## src/rtl/msg_sim_scheduler_pkg.sv

```systemverilog
// Shared definitions for the message simulation sequencer: state encoding,
// frame counter width, watchdog default and the frame-count step helper.
package msg_sim_pkg;

    localparam int unsigned FRAME_CNT_W     = 16;
    localparam int unsigned DEF_TIMEOUT_CYC = 4096;
    localparam int unsigned TIMER_W         = 32;

    typedef enum logic [1:0] {
        ST_IDLE  = 2'd0,
        ST_ISSUE = 2'd1,
        ST_WAIT  = 2'd2,
        ST_GAP   = 2'd3
    } sched_state_t;

    // Frame count advances modulo 2**FRAME_CNT_W (0xFFFF rolls to 0x0000).
    function automatic logic [FRAME_CNT_W-1:0] frame_cnt_next(input logic [FRAME_CNT_W-1:0] cnt);
        return cnt + FRAME_CNT_W'(1);
    endfunction

endpackage

```

## src/rtl/msg_sim_scheduler_if.sv

```systemverilog
// Start/done handshake and frame header count between the scheduler (master)
// and the message generator (slave).
interface msg_sim_scheduler_if;
    import msg_sim_pkg::*;

    logic                   msg_sim_en_o;
    logic                   msg_done_pluse_i;
    logic [FRAME_CNT_W-1:0] sim_frame_cnt_o;

    modport master (
        output msg_sim_en_o,
        output sim_frame_cnt_o,
        input  msg_done_pluse_i
    );

    modport slave (
        input  msg_sim_en_o,
        input  sim_frame_cnt_o,
        output msg_done_pluse_i
    );

endinterface

```

## src/rtl/msg_sim_scheduler_cycle_timer.sv

```systemverilog
// Load/decrement down counter with a zero flag; shared by the inter-frame gap
// and the frame-done watchdog since those phases never overlap.
module msg_sim_cycle_timer
    import msg_sim_pkg::*;
#(
    parameter int unsigned W = TIMER_W
) (
    input  logic         sys_clk_i,
    input  logic         rst_i,
    input  logic         load_i,
    input  logic [W-1:0] load_val_i,
    input  logic         dec_i,
    output logic         zero_o
);

    logic [W-1:0] count_r;

    // Load has priority; decrement saturates at zero so the flag stays stable.
    always_ff @(posedge sys_clk_i) begin
        if (rst_i) begin
            count_r <= {W{1'b0}};
        end else if (load_i) begin
            count_r <= load_val_i;
        end else if (dec_i && (count_r != {W{1'b0}})) begin
            count_r <= count_r - W'(1);
        end
    end

    assign zero_o = (count_r == {W{1'b0}});

endmodule

```

## src/rtl/msg_sim_scheduler.sv

```systemverilog
// Frame sequencer for the message simulation generator: issues start pulses,
// waits for done, spaces frames by a programmable gap and ends runs cleanly.
module msg_sim_scheduler
    import msg_sim_pkg::*;
#(
    parameter int unsigned TIMEOUT_CYC = DEF_TIMEOUT_CYC,
    parameter int unsigned SENT_W      = 32
) (
    input  logic                   sys_clk_i,
    input  logic                   rst_i,
    input  logic                   start_i,
    input  logic                   stop_i,
    input  logic [15:0]            cfg_frame_num_i,
    input  logic [31:0]            cfg_gap_i,
    input  logic [FRAME_CNT_W-1:0] cfg_cnt_init_i,
    msg_sim_scheduler_if.master    gen_if,
    output logic                   busy_o,
    output logic                   run_done_o,
    output logic [SENT_W-1:0]      frames_sent_o,
    output logic                   timeout_err_o
);

    // Watchdog fires when the counter hits zero, i.e. on the TIMEOUT_CYC-th WAIT edge.
    localparam logic [TIMER_W-1:0] TIMEOUT_LOAD = TIMER_W'(TIMEOUT_CYC - 1);

    sched_state_t           state_r;
    logic [15:0]            cfg_frame_num_r;
    logic [31:0]            cfg_gap_r;
    logic                   stop_pend_r;
    logic                   en_r;
    logic [FRAME_CNT_W-1:0] frame_cnt_r;
    logic                   busy_r;
    logic                   run_done_r;
    logic [SENT_W-1:0]      frames_sent_r;
    logic                   timeout_err_r;

    logic                   done_s;
    logic [SENT_W-1:0]      frames_inc_s;
    logic                   last_frame_s;
    logic                   end_on_done_s;
    logic                   tmr_load_s;
    logic                   tmr_dec_s;
    logic [TIMER_W-1:0]     tmr_load_val_s;
    logic                   tmr_zero_s;

    msg_sim_cycle_timer #(
        .W (TIMER_W)
    ) u_cycle_timer (
        .sys_clk_i  (sys_clk_i),
        .rst_i      (rst_i),
        .load_i     (tmr_load_s),
        .load_val_i (tmr_load_val_s),
        .dec_i      (tmr_dec_s),
        .zero_o     (tmr_zero_s)
    );

    // Run-end decision on done and timer control for the current state.
    always_comb begin
        done_s         = gen_if.msg_done_pluse_i;
        frames_inc_s   = frames_sent_r + SENT_W'(1);
        last_frame_s   = (cfg_frame_num_r != 16'd0) && (frames_inc_s == SENT_W'(cfg_frame_num_r));
        end_on_done_s  = stop_pend_r | stop_i | last_frame_s;
        tmr_load_s     = 1'b0;
        tmr_dec_s      = 1'b0;
        tmr_load_val_s = {TIMER_W{1'b0}};
        case (state_r)
            ST_ISSUE: begin
                tmr_load_s     = 1'b1;
                tmr_load_val_s = TIMEOUT_LOAD;
            end
            ST_WAIT: begin
                if (done_s && !end_on_done_s && (cfg_gap_r != 32'd0)) begin
                    tmr_load_s     = 1'b1;
                    tmr_load_val_s = cfg_gap_r - 32'd1;
                end else begin
                    tmr_dec_s = 1'b1;
                end
            end
            ST_GAP: begin
                tmr_dec_s = 1'b1;
            end
            default: begin
                tmr_load_s = 1'b0;
                tmr_dec_s  = 1'b0;
            end
        endcase
    end

    // Sequencer FSM with registered outputs; en and run_done default low so both are single-cycle pulses.
    always_ff @(posedge sys_clk_i) begin
        if (rst_i) begin
            state_r         <= ST_IDLE;
            cfg_frame_num_r <= 16'd0;
            cfg_gap_r       <= 32'd0;
            stop_pend_r     <= 1'b0;
            en_r            <= 1'b0;
            frame_cnt_r     <= {FRAME_CNT_W{1'b0}};
            busy_r          <= 1'b0;
            run_done_r      <= 1'b0;
            frames_sent_r   <= {SENT_W{1'b0}};
            timeout_err_r   <= 1'b0;
        end else begin
            en_r       <= 1'b0;
            run_done_r <= 1'b0;
            case (state_r)
                ST_IDLE: begin
                    if (start_i && !stop_i) begin
                        cfg_frame_num_r <= cfg_frame_num_i;
                        cfg_gap_r       <= cfg_gap_i;
                        frame_cnt_r     <= cfg_cnt_init_i;
                        frames_sent_r   <= {SENT_W{1'b0}};
                        timeout_err_r   <= 1'b0;
                        stop_pend_r     <= 1'b0;
                        en_r            <= 1'b1;
                        busy_r          <= 1'b1;
                        state_r         <= ST_ISSUE;
                    end
                end
                ST_ISSUE: begin
                    if (stop_i) begin
                        stop_pend_r <= 1'b1;
                    end
                    state_r <= ST_WAIT;
                end
                ST_WAIT: begin
                    if (done_s) begin
                        frame_cnt_r   <= frame_cnt_next(frame_cnt_r);
                        frames_sent_r <= frames_inc_s;
                        if (end_on_done_s) begin
                            stop_pend_r <= 1'b0;
                            busy_r      <= 1'b0;
                            run_done_r  <= 1'b1;
                            state_r     <= ST_IDLE;
                        end else if (cfg_gap_r == 32'd0) begin
                            en_r    <= 1'b1;
                            state_r <= ST_ISSUE;
                        end else begin
                            state_r <= ST_GAP;
                        end
                    end else if (tmr_zero_s) begin
                        timeout_err_r <= 1'b1;
                        stop_pend_r   <= 1'b0;
                        busy_r        <= 1'b0;
                        run_done_r    <= 1'b1;
                        state_r       <= ST_IDLE;
                    end else if (stop_i) begin
                        stop_pend_r <= 1'b1;
                    end
                end
                ST_GAP: begin
                    if (stop_i) begin
                        busy_r     <= 1'b0;
                        run_done_r <= 1'b1;
                        state_r    <= ST_IDLE;
                    end else if (tmr_zero_s) begin
                        en_r    <= 1'b1;
                        state_r <= ST_ISSUE;
                    end
                end
                default: begin
                    busy_r  <= 1'b0;
                    state_r <= ST_IDLE;
                end
            endcase
        end
    end

    assign gen_if.msg_sim_en_o    = en_r;
    assign gen_if.sim_frame_cnt_o = frame_cnt_r;
    assign busy_o                 = busy_r;
    assign run_done_o             = run_done_r;
    assign frames_sent_o          = frames_sent_r;
    assign timeout_err_o          = timeout_err_r;

endmodule

```

## src/flat_wrapper.sv

```systemverilog
// flat-port wrapper written by rule: the top's interface ports become plain ports
module msg_sim_scheduler_flat import msg_sim_pkg::*;
#(
    parameter int unsigned TIMEOUT_CYC = DEF_TIMEOUT_CYC,
    parameter int unsigned SENT_W      = 32
)
  (sys_clk_i, rst_i, start_i, stop_i, cfg_frame_num_i, cfg_gap_i, cfg_cnt_init_i, busy_o, run_done_o, frames_sent_o, timeout_err_o, gen_if_msg_sim_en_o, gen_if_sim_frame_cnt_o, gen_if_msg_done_pluse_i);
  msg_sim_scheduler_if gen_if_i ();
  input  logic sys_clk_i;
  input  logic rst_i;
  input  logic start_i;
  input  logic stop_i;
  input  logic [15:0] cfg_frame_num_i;
  input  logic [31:0] cfg_gap_i;
  input  logic [FRAME_CNT_W-1:0] cfg_cnt_init_i;
  output logic busy_o;
  output logic run_done_o;
  output logic [SENT_W-1:0] frames_sent_o;
  output logic timeout_err_o;
  output wire logic [$bits(gen_if_i.msg_sim_en_o)-1:0] gen_if_msg_sim_en_o;
  output wire logic [$bits(gen_if_i.sim_frame_cnt_o)-1:0] gen_if_sim_frame_cnt_o;
  input wire logic [$bits(gen_if_i.msg_done_pluse_i)-1:0] gen_if_msg_done_pluse_i;
  assign gen_if_msg_sim_en_o = gen_if_i.msg_sim_en_o;
  assign gen_if_sim_frame_cnt_o = gen_if_i.sim_frame_cnt_o;
  assign gen_if_i.msg_done_pluse_i = gen_if_msg_done_pluse_i;
  msg_sim_scheduler #(.TIMEOUT_CYC(TIMEOUT_CYC), .SENT_W(SENT_W)) u_core (.sys_clk_i(sys_clk_i), .rst_i(rst_i), .start_i(start_i), .stop_i(stop_i), .cfg_frame_num_i(cfg_frame_num_i), .cfg_gap_i(cfg_gap_i), .cfg_cnt_init_i(cfg_cnt_init_i), .gen_if(gen_if_i), .busy_o(busy_o), .run_done_o(run_done_o), .frames_sent_o(frames_sent_o), .timeout_err_o(timeout_err_o));
endmodule
```

## config.mk

```make
export PLATFORM = sky130hd
export DESIGN_NAME = msg_sim_scheduler_flat
export DESIGN_NICKNAME = d
export VERILOG_FILES = /design/src/rtl/msg_sim_scheduler_pkg.sv /design/src/rtl/msg_sim_scheduler_if.sv /design/src/rtl/msg_sim_scheduler_cycle_timer.sv /design/src/rtl/msg_sim_scheduler.sv /design/src/flat_wrapper.sv
export SDC_FILE = /design/constraint.sdc
export NUM_CORES = 1
export LEC_CHECK = 0
export CELL_PAD_IN_SITES_DETAIL_PLACEMENT = 0
export CELL_PAD_IN_SITES_GLOBAL_PLACEMENT = 1
export CORE_ASPECT_RATIO = 0.6
export CORE_MARGIN = 10
export CORE_UTILIZATION = 37
export DETAILED_ROUTE_END_ITERATION = 10
export PLACE_DENSITY = 0.74
export SLEW_MARGIN = 20
export SYNTH_ARGS = -nofsm -noshare
export SYNTH_HDL_FRONTEND = slang
export SYNTH_SLANG_ARGS = --single-unit
```

## constraint.sdc

```tcl
create_clock -name sys_clk_i -period 3.2 [get_ports sys_clk_i]
set_input_delay 0.64 -clock sys_clk_i [delete_from_list [all_inputs] [get_ports sys_clk_i]]
set_output_delay 0.64 -clock sys_clk_i [all_outputs]
set_load 0.01 [all_outputs]
```

Yosys cells after proc, flatten, opt, wreduce, memory -nomap -nowiden:

Cells that the tools add are included.

* bits in registers: 135

* bitwise operators: 2
* equal/unequal tests: 12
* add/sub/neg operators: 4
* muxes and demuxes: 47
* reductions and logical operators: 23

Operators with widths (count)
* 32-bit two-way mux: 5
* 32-bit one-hot mux with 2 select lines: 2
* 32-bit logical NOT: 2
* 32-bit nonzero test: 2
* 32-bit by 1-bit subtractor with 32-bit output (second input constant): 2
* 32-bit by 1-bit adder with 32-bit output (second input constant): 1
* 32-bit by 16-bit equality test with 1-bit output: 1
* 16-bit two-way mux: 2
* 16-bit one-hot mux with 2 select lines: 1
* 1-bit two-way mux: 22
* 16-bit by 1-bit adder with 16-bit output (second input constant): 1
* 16-bit nonzero test: 1
* 2-bit two-way mux: 7
* 3-bit by 2-bit inequality test with 1-bit output (second input constant): 3
* 1-bit one-hot mux with 3 select lines: 3
* 3-bit AND reduction: 3
* 1-bit one-hot mux with 2 select lines: 4
* 2-bit one-hot mux with 4 select lines: 1
* 2-bit inequality test (second input constant): 3
* 3-bit nonzero test: 2
* 1-bit logical AND: 5
* 5-bit AND reduction: 1
* 2-bit equality test (second input constant): 2
* 2-bit by 1-bit inequality test with 1-bit output (second input constant): 2
* 7 further kinds: 10

Longest topological paths before layout:

Gate-level depths: netlist (run 1).

* depth after elaboration: 12
* depth in mapped cells: 15
* gate-level depth less buffers: 12

By module:

A second synthesis (run 1) with hierarchy kept.

* cells, all modules: 1095
* area total of the unflattened synthesis: 8197.9 um2

Modules (own cells, without submodules)
* msg_sim_scheduler: area each 6204.7 um2, times used 1, seq. area each 2062.0 um2, cells an instance 862
* msg_sim_cycle_timer: area each 1993.2 um2, times used 1, seq. area each 640.6 um2, cells an instance 233

Least setup slack after synthesis (run 1):

Ideal clock, no wire load.

* path kind: register to register
* from: register u_core.frames_sent_r[0], in the netlist u_core.frames_sent_o[0]
* to: register u_core.u_cycle_timer.count_r[15]
* data required time: 3097 ps
* arrival: 3473 ps
* setup slack: -376 ps
* stages on the path, launching flop included: 15
* period minus slack after synthesis: 3576 ps
* path buffers: 3
* cell sequence: dfxtp_1 > ha_1 > nand4_4 > nor4_4 > nand4_1 > a2111oi_2 > nand4_1 > or4_1 > buf_2 > a21o_1 > buf_6 > o21ai_4 > buf_6 > o21ai_2 > a2111oi_2

* word-level cells in the longest chain between the ends: 11
* elaborated cells between the ends (all ways): 16

RTL lines
* start, declared: line msg_sim_scheduler.sv:34 `logic [SENT_W-1:0] frames_sent_r;`
* start signal, assigned: line msg_sim_scheduler.sv:100 `frames_sent_r <= {SENT_W{1'b0}};`
* start signal, assigned: line msg_sim_scheduler.sv:111 `frames_sent_r <= {SENT_W{1'b0}};`
* start signal, assigned: line msg_sim_scheduler.sv:128 `frames_sent_r <= frames_inc_s;`
* 32-bit by 1-bit adder with 32-bit output *: line msg_sim_scheduler.sv:60 `frames_inc_s = frames_sent_r + SENT_W'(1);`
* 32-bit by 16-bit equality test with 1-bit output *: line msg_sim_scheduler.sv:61 `last_frame_s = (cfg_frame_num_r != 16'd0) && (frames_inc_s == SENT_W'(cfg_frame_num_r));`
* 1-bit logical AND *: line msg_sim_scheduler.sv:61
* 1-bit OR *: line msg_sim_scheduler.sv:62 `end_on_done_s = stop_pend_r | stop_i | last_frame_s;`
* 1-bit logical NOT *: line msg_sim_scheduler.sv:72 `if (done_s && !end_on_done_s && (cfg_gap_r != 32'd0)) begin`
* 1-bit logical AND * (2 in a row): line msg_sim_scheduler.sv:72
* 1-bit two-way mux: line msg_sim_scheduler.sv:72
* 1-bit one-hot mux with 2 select lines: line msg_sim_scheduler.sv:66 `case (state_r)`
* 1-bit logical AND: line msg_sim_scheduler_cycle_timer.sv:24 `end else if (dec_i && (count_r != {W{1'b0}})) begin`
* 2-bit nonzero test (no source line)
* end signal, assigned: line msg_sim_scheduler_cycle_timer.sv:21 `count_r <= {W{1'b0}};`
* end signal, assigned: line msg_sim_scheduler_cycle_timer.sv:23 `count_r <= load_val_i;`
* end signal, assigned: line msg_sim_scheduler_cycle_timer.sv:25 `count_r <= count_r - W'(1);`
* end, declared: line msg_sim_scheduler_cycle_timer.sv:16 `logic [W-1:0] count_r;`

Mark *: on every way between the ends. The rest lies on a longest branch, timed or not.
A chain may end at the register's enable or synchronous reset.

Worst setup path after layout (run 1):

* from: register u_core.frames_sent_r[5], in the netlist u_core.frames_sent_o[5]
* to: register u_core.u_cycle_timer.count_r[14]

The elaborated chain is that of the path after synthesis.

==> results.md, run 1 <==
| Result | This run |
| --- | --- |
| Number of enable-type register cells in the synthesized netlist | 0 |
| Port Buffers | 120 |
| Placed instance count | 1597 |
| Power, Total | 0.0107 W |
| Leakage power | 4.45 nW |
| Wire length of the first global-routing pass | 47.1 mm |
| HPWL reported at the end of detailed placement | 22.1 mm |
| Antenna cells | 0 |
| Sequential share of the synthesized area | 0.323 |
| Shortest clock period the worst path allows after layout | 3520 ps |
| CTS Buf Count | 17 |
| Cell type with the largest total area after synthesis | sky130_fd_sc_hd__dfxtp_1 |
| Max Clock Freq | 0.284 GHz |
| Floorplan die area | 29200 sq um |
| Most instantiated flip-flop cell in the synthesis netlist | sky130_fd_sc_hd__dfxtp_1 |
| Horizontal die dimension | 214 um |
| Antenna violations before repair | 0 |
| End-of-flow core utilization | 0.550 |
| Cells taking the most area after synthesis | sky130_fd_sc_hd__dfxtp_1, sky130_fd_sc_hd__nand2_1, sky130_fd_sc_hd__a21oi_1 |
| Largest net degree at the start of global routing | 56 |
| Period utilization | 1.10 |
| Clk buf depth | 2 |
| RR Endpoint | u_core.u_cycle_timer.count_r[14]$_SDFFE_PP0P_ |
| Starting Density | 0.378 |
| Worst IR Drop VDD | 1.01 mV |
| Proportion of register bits with asynchronous set or reset after synthesis | 0 |
| Post-synth design cell area | 8360 sq um |
| Beginning of the worst register-to-register path | u_core.frames_sent_o[5]$_SDFFE_PP0P_ |
| WHS Path Cells | 2 |
| Layout Skew | 13.4 ps |
| Number of buffers added to fix hold violations after cts | 0 |
| Failing checks | negative setup slack |
| Setup Total Neg Slack | -7960 ps |
| P per Cell Area | 882 nW/um^2 |
| Min-Delay Startpoint | u_core.cfg_gap_r[25]$_SDFFE_PP0P_ |
| Maximum fanout encountered on the critical timing path | 9 |
| Vias in the first global route | 8245 |
| Path depth of the worst reg2reg path | 14 |
| Final estimated routing congestion in global placement | 0.898 |
| Drt total wl | 30.2 mm |
| Total global routing track utilization | 0.199 |
| Unrepaired setup endpoints after global routing | true |
| Total overflow reported by the global router | 0 |
| Synth cell types | 77 |
| Kind of end point of the critical path | flip-flop |
| Nets | 1408 |
| CP arrival | 3850 ps |
| Core Footprint | 22100 sq um |
| Clock net sink count | 135 |
| Setup Slack @ Placement | -322 ps |
| Synth warnings | 0 |
| Maximum Capacitance Violations | 0 |
| CTS tree | yes |
| Area grow syn2layout | 45.5% |
| Most used standard cell by instance count after synthesis | sky130_fd_sc_hd__nand2_1 |
| Actual slew at the worst max-slew pin | 862 ps |
| Most frequent cells after synthesis | sky130_fd_sc_hd__nand2_1, sky130_fd_sc_hd__dfxtp_1, sky130_fd_sc_hd__nor2_1, sky130_fd_sc_hd__a21oi_1, sky130_fd_sc_hd__clkbuf_1 |
| CTS clock-pin slew for the worst setup and hold paths | 70 ps |
| Detail Route Antenna Nets | 0 |
| Final hold viol count | 0 |
| Num rows | 42 |
| First-iteration detailed-routing DRC count | 643 |
| Area share of the largest cell type after synthesis | 0.323 |
| Layout cell share with drive strength beyond 1 | 0.224 |
| Die Y | 136 um |
| DRC violation count after routing | 0 |
| Path type of the worst min-delay path | reg2reg |
| Post-synthesis instance total | 1109 |
| Mean instance size in the synthesized netlist | 7.54 sq um |
| Boundary Pins | 121 |
| Latest clock arrival within the worst-skew pair | 430 ps |
| Required time of the critical path | 3530 ps |
| Start point of the critical path | u_core.frames_sent_o[5]$_SDFFE_PP0P_ |
| Endpoint of the worst hold path | u_core.cfg_gap_r[25]$_SDFFE_PP0P_ |
| Number of storage elements in the synthesis netlist | 135 |
| Number of max-slew violations in the final report | 0 |
| Post-Syn Nets | 1187 |
| Post-detailed-route wirelength per cell | 18.3 um |
| Post-route worst setup slack | -316 ps |
| Number of cells in the finished layout apart from fillers | 1651 |
| Clock Tree Root | sky130_fd_sc_hd__clkbuf_16 |
| Startpoint type of the worst setup path | flip-flop |
| H-tree depth | 4 |
| Total via count in the routed design | 9034 |
| Kind of critical path | reg2reg |
| Number of vias per cell after detailed routing | 5.47 |
| Pre-antenna DRT Iters | 5 |
| Worst R2R Setup Slack | -320 ps |
| Run status | finished, violations left |
| Number of setup violations in the final report | 34 |
| Worst rel slew slack | 0.418 |
-- what timing repair did --
action,4_1_cts,5_1_grt
setup endpoints to repair,33,37
pin swaps,10,21
buffers inserted,14,7
gates cloned,1,2
resized for setup,50,49
-- registers in the layout, indices dropped and copies added, names as in the netlist --
register,cells
u_core.cfg_frame_num_r,16
u_core.frames_sent_o,32
u_core.state_r,2
u_core.timeout_err_o,1
u_core.run_done_o,1
u_core.busy_o,1
u_core.u_cycle_timer.count_r,32
u_core.cfg_gap_r,32
u_core.gen_if.msg_sim_en_o,1
u_core.stop_pend_r,1
u_core.gen_if.sim_frame_cnt_o,16
-- how the worst max path moves through the flow --
stage                                               endpoint  slack [ps]  cells after the start
2_1_floorplan  u_core.u_cycle_timer.count_r[15]$_SDFFE_PP0P_         -50                     14
3_3_place_gp    u_core.u_cycle_timer.count_r[7]$_SDFFE_PP0P_        -240                     13
3_5_place_dp   u_core.u_cycle_timer.count_r[31]$_SDFFE_PP0P_        -320                     13
4_1_cts        u_core.u_cycle_timer.count_r[13]$_SDFFE_PP0P_        -170                     13
5_1_grt        u_core.u_cycle_timer.count_r[17]$_SDFFE_PP0P_        -430                     13
6_report       u_core.u_cycle_timer.count_r[14]$_SDFFE_PP0P_        -320                     14
-- layout make-up --
type	count	area, sq um
fillers	2078	9960
multi-input cells	871	5730
flip-flops and latches	135	2730
repair buffers	275	2600
clock buffers	23	478
well taps	308	385
clock inverters	9	123
inverters	30	113
-- routing by layer --
layer  GRT usage  vias up  routed length [um]
li1            -     4449                   -
met4      0.0427        0                 251
met2       0.249      316               11300
met5           0        -                   0
met3      0.0470       18                2250
met1       0.319     4251               16400
-- worst max-delay path, stage by stage, from the launching register on --
cell	delay [ps]
sky130_fd_sc_hd__dfxtp_2	430
sky130_fd_sc_hd__nand4_1	220
sky130_fd_sc_hd__nor4_4	400
sky130_fd_sc_hd__nand4_1	290
sky130_fd_sc_hd__a2111oi_4	380
sky130_fd_sc_hd__nand4_1	140
sky130_fd_sc_hd__or4_4	470
sky130_fd_sc_hd__buf_6	160
sky130_fd_sc_hd__a21boi_4	180
sky130_fd_sc_hd__buf_6	140
sky130_fd_sc_hd__o21ai_4	70
sky130_fd_sc_hd__buf_6	140
sky130_fd_sc_hd__buf_16	140
sky130_fd_sc_hd__o21a_1	100
sky130_fd_sc_hd__o22a_1	140
-- report_power, final --
part	total [W]	internal, W	switching, W
registers	0.00242	0.00203	0.000392
logic	0.00626	0.00251	0.00375
clock network	0.00205	0.00128	0.000771
total	0.0107	0.00582	0.00492
-- kinds of logic (layout without fill, tap and decap cells) --
family / Yosys count / in the layout / share of synthesized area
adders and majority gates: 9 / 9 / 0.0135
xor gates and xnor gates: 69 / 69 / 0.0723
buffers and inverters: 103 / 337 / 0.0522
muxes: 5 / 5 / 0.00599
DFF: 135 / 135 / 0.323
and+or+nand+nor: 518 / 518 / 0.316
AOI/OAI and AO/OA: 270 / 270 / 0.217
-- stage by stage --
| step | area [sq um] | hold WS, ps |
|---|---|---|
| 5_1_grt | 12200 | 500 |
| 3_3_place_gp | 10900 | 445 |
| 6_report | 12200 | 479 |
| 2_1_floorplan | 8500 | 436 |
| 3_5_place_dp | 10900 | 468 |
| 4_1_cts | 11800 | 477 |
-- placed cells by master (no fill, tap or decap), types with 6 or more instances in the layout --
master	n
sky130_fd_sc_hd__a2111oi_2	6
sky130_fd_sc_hd__a211oi_1	15
sky130_fd_sc_hd__a21oi_1	94
sky130_fd_sc_hd__a21oi_2	7
sky130_fd_sc_hd__a22oi_1	13
sky130_fd_sc_hd__a311oi_1	9
sky130_fd_sc_hd__a31oi_1	8
sky130_fd_sc_hd__and2_1	12
sky130_fd_sc_hd__and3_1	16
sky130_fd_sc_hd__and4_1	7
sky130_fd_sc_hd__buf_12	9
sky130_fd_sc_hd__buf_4	126
sky130_fd_sc_hd__buf_6	17
sky130_fd_sc_hd__clkbuf_16	19
sky130_fd_sc_hd__clkdlybuf4s50_1	119
sky130_fd_sc_hd__dfxtp_1	120
sky130_fd_sc_hd__dfxtp_2	13
sky130_fd_sc_hd__ha_1	8
sky130_fd_sc_hd__inv_1	28
sky130_fd_sc_hd__nand2_1	168
sky130_fd_sc_hd__nand2b_1	8
sky130_fd_sc_hd__nand3_1	31
sky130_fd_sc_hd__nand3b_1	7
sky130_fd_sc_hd__nand4_1	17
sky130_fd_sc_hd__nor2_1	103
sky130_fd_sc_hd__nor3_1	40
sky130_fd_sc_hd__nor3_2	9
sky130_fd_sc_hd__nor4_1	19
sky130_fd_sc_hd__nor4_4	9
sky130_fd_sc_hd__o21a_1	6
sky130_fd_sc_hd__o21ai_0	35
sky130_fd_sc_hd__o21ai_2	7
sky130_fd_sc_hd__o21ai_4	6
sky130_fd_sc_hd__or3_1	14
sky130_fd_sc_hd__or4_1	8
sky130_fd_sc_hd__xnor2_1	42
sky130_fd_sc_hd__xor2_1	26
(Power assumes the default switching activity.)
==> run 2, diff against run 1 <==
- ABC_CLOCK_PERIOD_IN_PS: not set -> 3200
- GPL_TIMING_DRIVEN: not set -> 0
==> results.md, run 2 (same netlist as run 1, synthesis figures left out) <==
| Result | This run |
| --- | --- |
| CTS tree | yes |
| Failing checks | negative setup slack |
| Vias in the first global route | 8346 |
| DRC violation count after routing | 0 |
| H-tree depth | 4 |
| Period utilization | 1.16 |
| Worst R2R Setup Slack | -520 ps |
| Final estimated routing congestion in global placement | 0.919 |
| Beginning of the worst register-to-register path | u_core.frames_sent_o[5]$_SDFFE_PP0P_ |
| Post-route worst setup slack | -515 ps |
| Shortest clock period the worst path allows after layout | 3720 ps |
| Sequential Area | 2740 sq um |
| Unrepaired setup endpoints after global routing | true |
| Power, Total | 0.0106 W |
| Path depth of the worst reg2reg path | 14 |
| Combined area of the multi-input logic cells | 5810 sq um |
| Kind of end point of the critical path | flip-flop |
| Count of buffer and inverter cells on the critical path | 4 |
| Maximum Capacitance Violations | 0 |
| Actual slew at the worst max-slew pin | 820 ps |
| First-iteration detailed-routing DRC count | 855 |
| Number of max-slew violations in the final report | 0 |
| Clock net sink count | 135 |
| Endpoint of the worst hold path | u_core.cfg_gap_r[25]$_SDFFE_PP0P_ |
| P per Cell Area | 894 nW/um^2 |
| Horizontal die dimension | 214 um |
| Largest net degree at the start of global routing | 17 |
| Number of buffers added to fix hold violations after cts | 0 |
| CTS clock-pin slew for the worst setup and hold paths | 60 ps |
| Worst IR Drop VDD | 0.613 mV |
| Run status | finished, violations left |
| Drt total wl | 32.5 mm |
| Floorplan die area | 29200 sq um |
| Final hold viol count | 0 |
| Starting Density | 0.378 |
| Pre-antenna DRT Iters | 5 |
| CP arrival | 4060 ps |
| Port Buffers | 119 |
| Cell family contributing the most delay on the critical path | simple AND/OR/NAND/NOR gates |
| WHS Path Cells | 2 |
| Maximum fanout encountered on the critical timing path | 5 |
| Boundary Pins | 121 |
| Startpoint type of the worst setup path | flip-flop |
| Num rows | 42 |
| Number of vias per cell after detailed routing | 5.63 |
| Detail Route Antenna Nets | 0 |
| Wire length of the first global-routing pass | 49.0 mm |
| Most used cells in the layout excluding fill and tap cells | sky130_fd_sc_hd__nand2_1, sky130_fd_sc_hd__clkdlybuf4s50_1, sky130_fd_sc_hd__dfxtp_1 |
| Most common cell after layout, fill and taps aside | sky130_fd_sc_hd__nand2_1 |
| Post-detailed-route wirelength per cell | 19.9 um |
| Number of setup violations in the final report | 38 |
| Path type of the worst min-delay path | reg2reg |
| End-of-flow core utilization | 0.538 |
| Worst stage delay on the critical path | 600 ps |
| Total global routing track utilization | 0.212 |
| Leakage power | 4.26 nW |
| Core Footprint | 22100 sq um |
| Worst rel slew slack | 0.454 |
| Layout Skew | 9.60 ps |
| HPWL reported at the end of detailed placement | 23.1 mm |
| CTS Buf Count | 17 |
| Die Y | 136 um |
| Total overflow reported by the global router | 0 |
| Setup Total Neg Slack | -14280 ps |
| Antenna violations before repair | 0 |
| Slowest CP cell | sky130_fd_sc_hd__or4_4 |
| Antenna cells | 0 |
| Clk buf depth | 2 |
| Ordered list of cells on the worst path | buf_6 > nand4_1 > nor4_4 > nand4_1 > a2111oi_4 > nand4_1 > or4_4 > a21o_1 > buf_6 > o21ai_4 > buf_6 > buf_8 > o21ai_4 > a2111oi_4 |
| Max Clock Freq | 0.269 GHz |
| Kind of critical path | reg2reg |
| Layout cell share with drive strength beyond 1 | 0.191 |
| Required time of the critical path | 3540 ps |
| Area grow syn2layout | 42.4% |
| Total via count in the routed design | 9177 |
| RR Endpoint | u_core.u_cycle_timer.count_r[12]$_SDFFE_PP0P_ |
| Min-Delay Startpoint | u_core.cfg_gap_r[25]$_SDFFE_PP0P_ |
| Latest clock arrival within the worst-skew pair | 440 ps |
| Number of fill cells in the layout | 2126 |
| Clock Tree Root | sky130_fd_sc_hd__clkbuf_16 |
| Setup Slack @ Placement | -861 ps |
| Nets | 1388 |
## run 2: cell types whose count changed in the layout (fill, tap and decap cells not counted), sizes merged
| cell | delta |
|---|---|
| bufinv | -1 |
| clkbuf | +41 |
| buf | -63 |
| clkinv | +2 |
## run 2: per-layer routing
metal | vias to the layer above | global-route usage | share of wire
met1 | 4314 | 0.333 | 0.52
met4 | 0 | 0.0517 | 0.011
met2 | 428 | 0.270 | 0.38
li1 | 4404 | - | -
met3 | 31 | 0.0530 | 0.088
met5 | - | 0 | 0
## run 2: repair_timing
action / 4_1_cts / 5_1_grt
setup endpoints to repair: 59 / 74
gates cloned: 2 / 2
gates resized for setup: 93 / 76
setup buffers: 45 / 23
pin swaps: 55 / 45
## run 2: area by class of cell
class	count	share of cell area
buffer	68	0.0394
clock buffer	21	0.0395
clock inverter	10	0.00862
inverter	30	0.00946
multi-input combinational	871	0.488
sequential	135	0.230
tap	308	0.0324
timing repair buffer	187	0.152
## run 2: worst max-delay path by stage
stage                                          start                                       endpoint  depth (start not counted)
3_3_place_gp    u_core.frames_sent_o[0]$_SDFFE_PP0P_  u_core.u_cycle_timer.count_r[30]$_SDFFE_PP0P_                         13
6_report        u_core.frames_sent_o[5]$_SDFFE_PP0P_  u_core.u_cycle_timer.count_r[12]$_SDFFE_PP0P_                         14
4_1_cts        u_core.frames_sent_o[10]$_SDFFE_PP0P_  u_core.u_cycle_timer.count_r[23]$_SDFFE_PP0P_                         15
3_5_place_dp    u_core.frames_sent_o[0]$_SDFFE_PP0P_  u_core.u_cycle_timer.count_r[12]$_SDFFE_PP0P_                         12
2_1_floorplan   u_core.frames_sent_o[9]$_SDFFE_PP0P_  u_core.u_cycle_timer.count_r[15]$_SDFFE_PP0P_                         14
5_1_grt         u_core.frames_sent_o[5]$_SDFFE_PP0P_  u_core.u_cycle_timer.count_r[12]$_SDFFE_PP0P_                         15
## run 2: stage by stage
step                      area (sq um)  cells  hold WS (ps)
after floorplan                   8500   1109           436
after global placement           10100   1536           447
after detailed placement         10100   1536           453
after CTS                        11500   1612           462
after global routing             11900   1630           473
final                            11900   1630           462
## run 2: power breakdown
| part | total [W] | internal, W | switching (W) | leakage (nW) |
|---|---|---|---|---|
| Combinational | 0.00621 | 0.00234 | 0.00388 | 2.86 |
| Sequential | 0.00246 | 0.00202 | 0.000434 | 1.11 |
| Clock | 0.00197 | 0.00119 | 0.000781 | 0.288 |
## run 2: worst min-delay path, delay by kind of cell, from the launching register on
family	cells	cell delay (ps)
AO/OA/AOI/OAI	1	60
flip-flops	1	310
AND/OR/NAND/NOR	1	50
==> run 3, diff against run 2 <==
- GPL_TIMING_DRIVEN: 0 -> 1
==> results of run 3 <==
The final DEF is identical to that of run 1; final timing and power are the same.
==> RTL edit, RTL diff (settings of run 3) <==
The package constant `TIMER_W` goes from 32 to 48.
--- a/src/rtl/msg_sim_scheduler_pkg.sv
+++ b/src/rtl/msg_sim_scheduler_pkg.sv
@@ -4,7 +4,7 @@
 
     localparam int unsigned FRAME_CNT_W     = 16;
     localparam int unsigned DEF_TIMEOUT_CYC = 4096;
-    localparam int unsigned TIMER_W         = 32;
+    localparam int unsigned TIMER_W         = 48;
 
     typedef enum logic [1:0] {
         ST_IDLE  = 2'd0,
Behaviour: same outputs for any inputs over 4 cycles, from zero or initial values and one cycle with rst_i high; that may be too few to reach the edited logic, so the function may still have changed.
==> RTL edit against run 3 <==
- the run still ends with setup timing left
- global-route usage is 0.16 points lower
- sequential cell count is 16 higher
- combinational power is 31% higher
- critical path type unchanged
- synthesized area is 7.3% higher
- clock power is 7% higher
- highest routed layer unchanged
- core utilization is 2.3 points higher
- final area is 13% higher
- wire length is 8.6% higher
- total power is 22% higher
- worst setup slack better by 0.062 ns
- sequential share of layout area is 0.17 points lower
==> RTL edit: results (changes against run 3) <==
[hold_path]
min_from=u_core.frames_sent_o[13]
holdPathEnd=u_core.frames_sent_o[13]

[timing]
hold_ws_ns=0.477  ; -0.00257 ns
tns_ns=-5.32  ; +2.64 ns
finalWorstSetupSlack_ns=-0.254  ; +0.0621 ns
setup_viol=46  ; +35%

[power]
pg_comb_mw=8.23  ; +31%
leakage_nw=5.18  ; +16%

[setup_path]
timing.rr.end=u_core.u_cycle_timer.count_r[43]
worstSetupStartpoint=u_core.frames_sent_o[3]
worstPathArrival_ns=3.83  ; -0.02 ns

[global_routing]
grtUsageMet2=0.250  ; +0.000613
use_met3=0.0460  ; -0.000992
grt_pass1_wl_mm=50.7  ; +7.6%
grt.total_usage=0.197  ; -0.00159

[synth]
avgSynthCellArea_um2=7.47  ; -0.96%
ys_seq_area_frac=0.337  ; +0.0136
synthMuxAreaShare=0.0100  ; +0.00405
synth_fp_nets=1279  ; +7.8%
synth_compound_area_frac=0.199  ; -0.0181

[status]
failed_checks=setup timing
status=finished with violations

[final_layout]
nFillCells=2270  ; +9.2%
instances_no_fill=1833  ; +11%
final_nets=1574  ; +12%

[routing]
wl_met1_mm=17.5  ; +6.6%

## RTL edit: cell count changes in the layout (fill, tap and decap cells not counted), sizes merged, moves of 8 or more
cell,run 3,this run
dfxtp,135,151
o22ai,5,13
nor3,51,71
nor4,32,43
or4,9,22
a2bb2oi,0,13
xnor2,43,51
or3,14,25
buf,154,235
and3,17,8
a21oi,104,116
nand2,170,192
## RTL edit: per-stage QoR
step	utilization	cell area (um^2)
2_1_floorplan	-	9100
3_3_place_gp	0.497	11900
3_5_place_dp	0.497	11900
4_1_cts	0.540	13000
5_1_grt	0.572	13700
6_report	0.572	13700
## RTL edit: kinds of logic (layout without fill, tap and decap cells)
family / after synthesis / in the layout
and+or+nand+nor: 580 / 580
AOI/OAI and AO/OA: 280 / 280
DFF: 151 / 151
xor gates and xnor gates: 71 / 71
buffers and inverters: 103 / 411
other: 0 / 1
adders and majority gates: 8 / 8
muxes: 9 / 9
## RTL edit: timing repair
| item | in CTS | in global routing |
|---|---|---|
| setup buffers | 14 | 19 |
| pin swaps | 26 | 64 |
| endpoints found under the setup margin | 48 | 53 |
| endpoints found under the hold margin | 0 | 0 |
| cloned | 1 | 2 |
| resized for setup | 66 | 136 |
## RTL edit: cell type report
cell class                 count  share of cell area
multi-input combinational    948               0.462
timing repair buffer         356               0.234
sequential                   151               0.223
clock buffer                  18              0.0320
tap                          322              0.0293
clock inverter                14              0.0137
inverter                      23             0.00629
antenna                        1            0.000182
## RTL edit: critical path: stages, from the launching register on
cell	delay (ns)
dfxtp_2	0.37
buf_4	0.13
and4_4	0.24
buf_4	0.13
o211a_1	0.16
a31oi_2	0.12
or3_1	0.33
a211o_1	0.25
or4_4	0.58
a21boi_4	0.23
nor3_4	0.09
buf_12	0.16
or4_1	0.46
a21oi_1	0.15
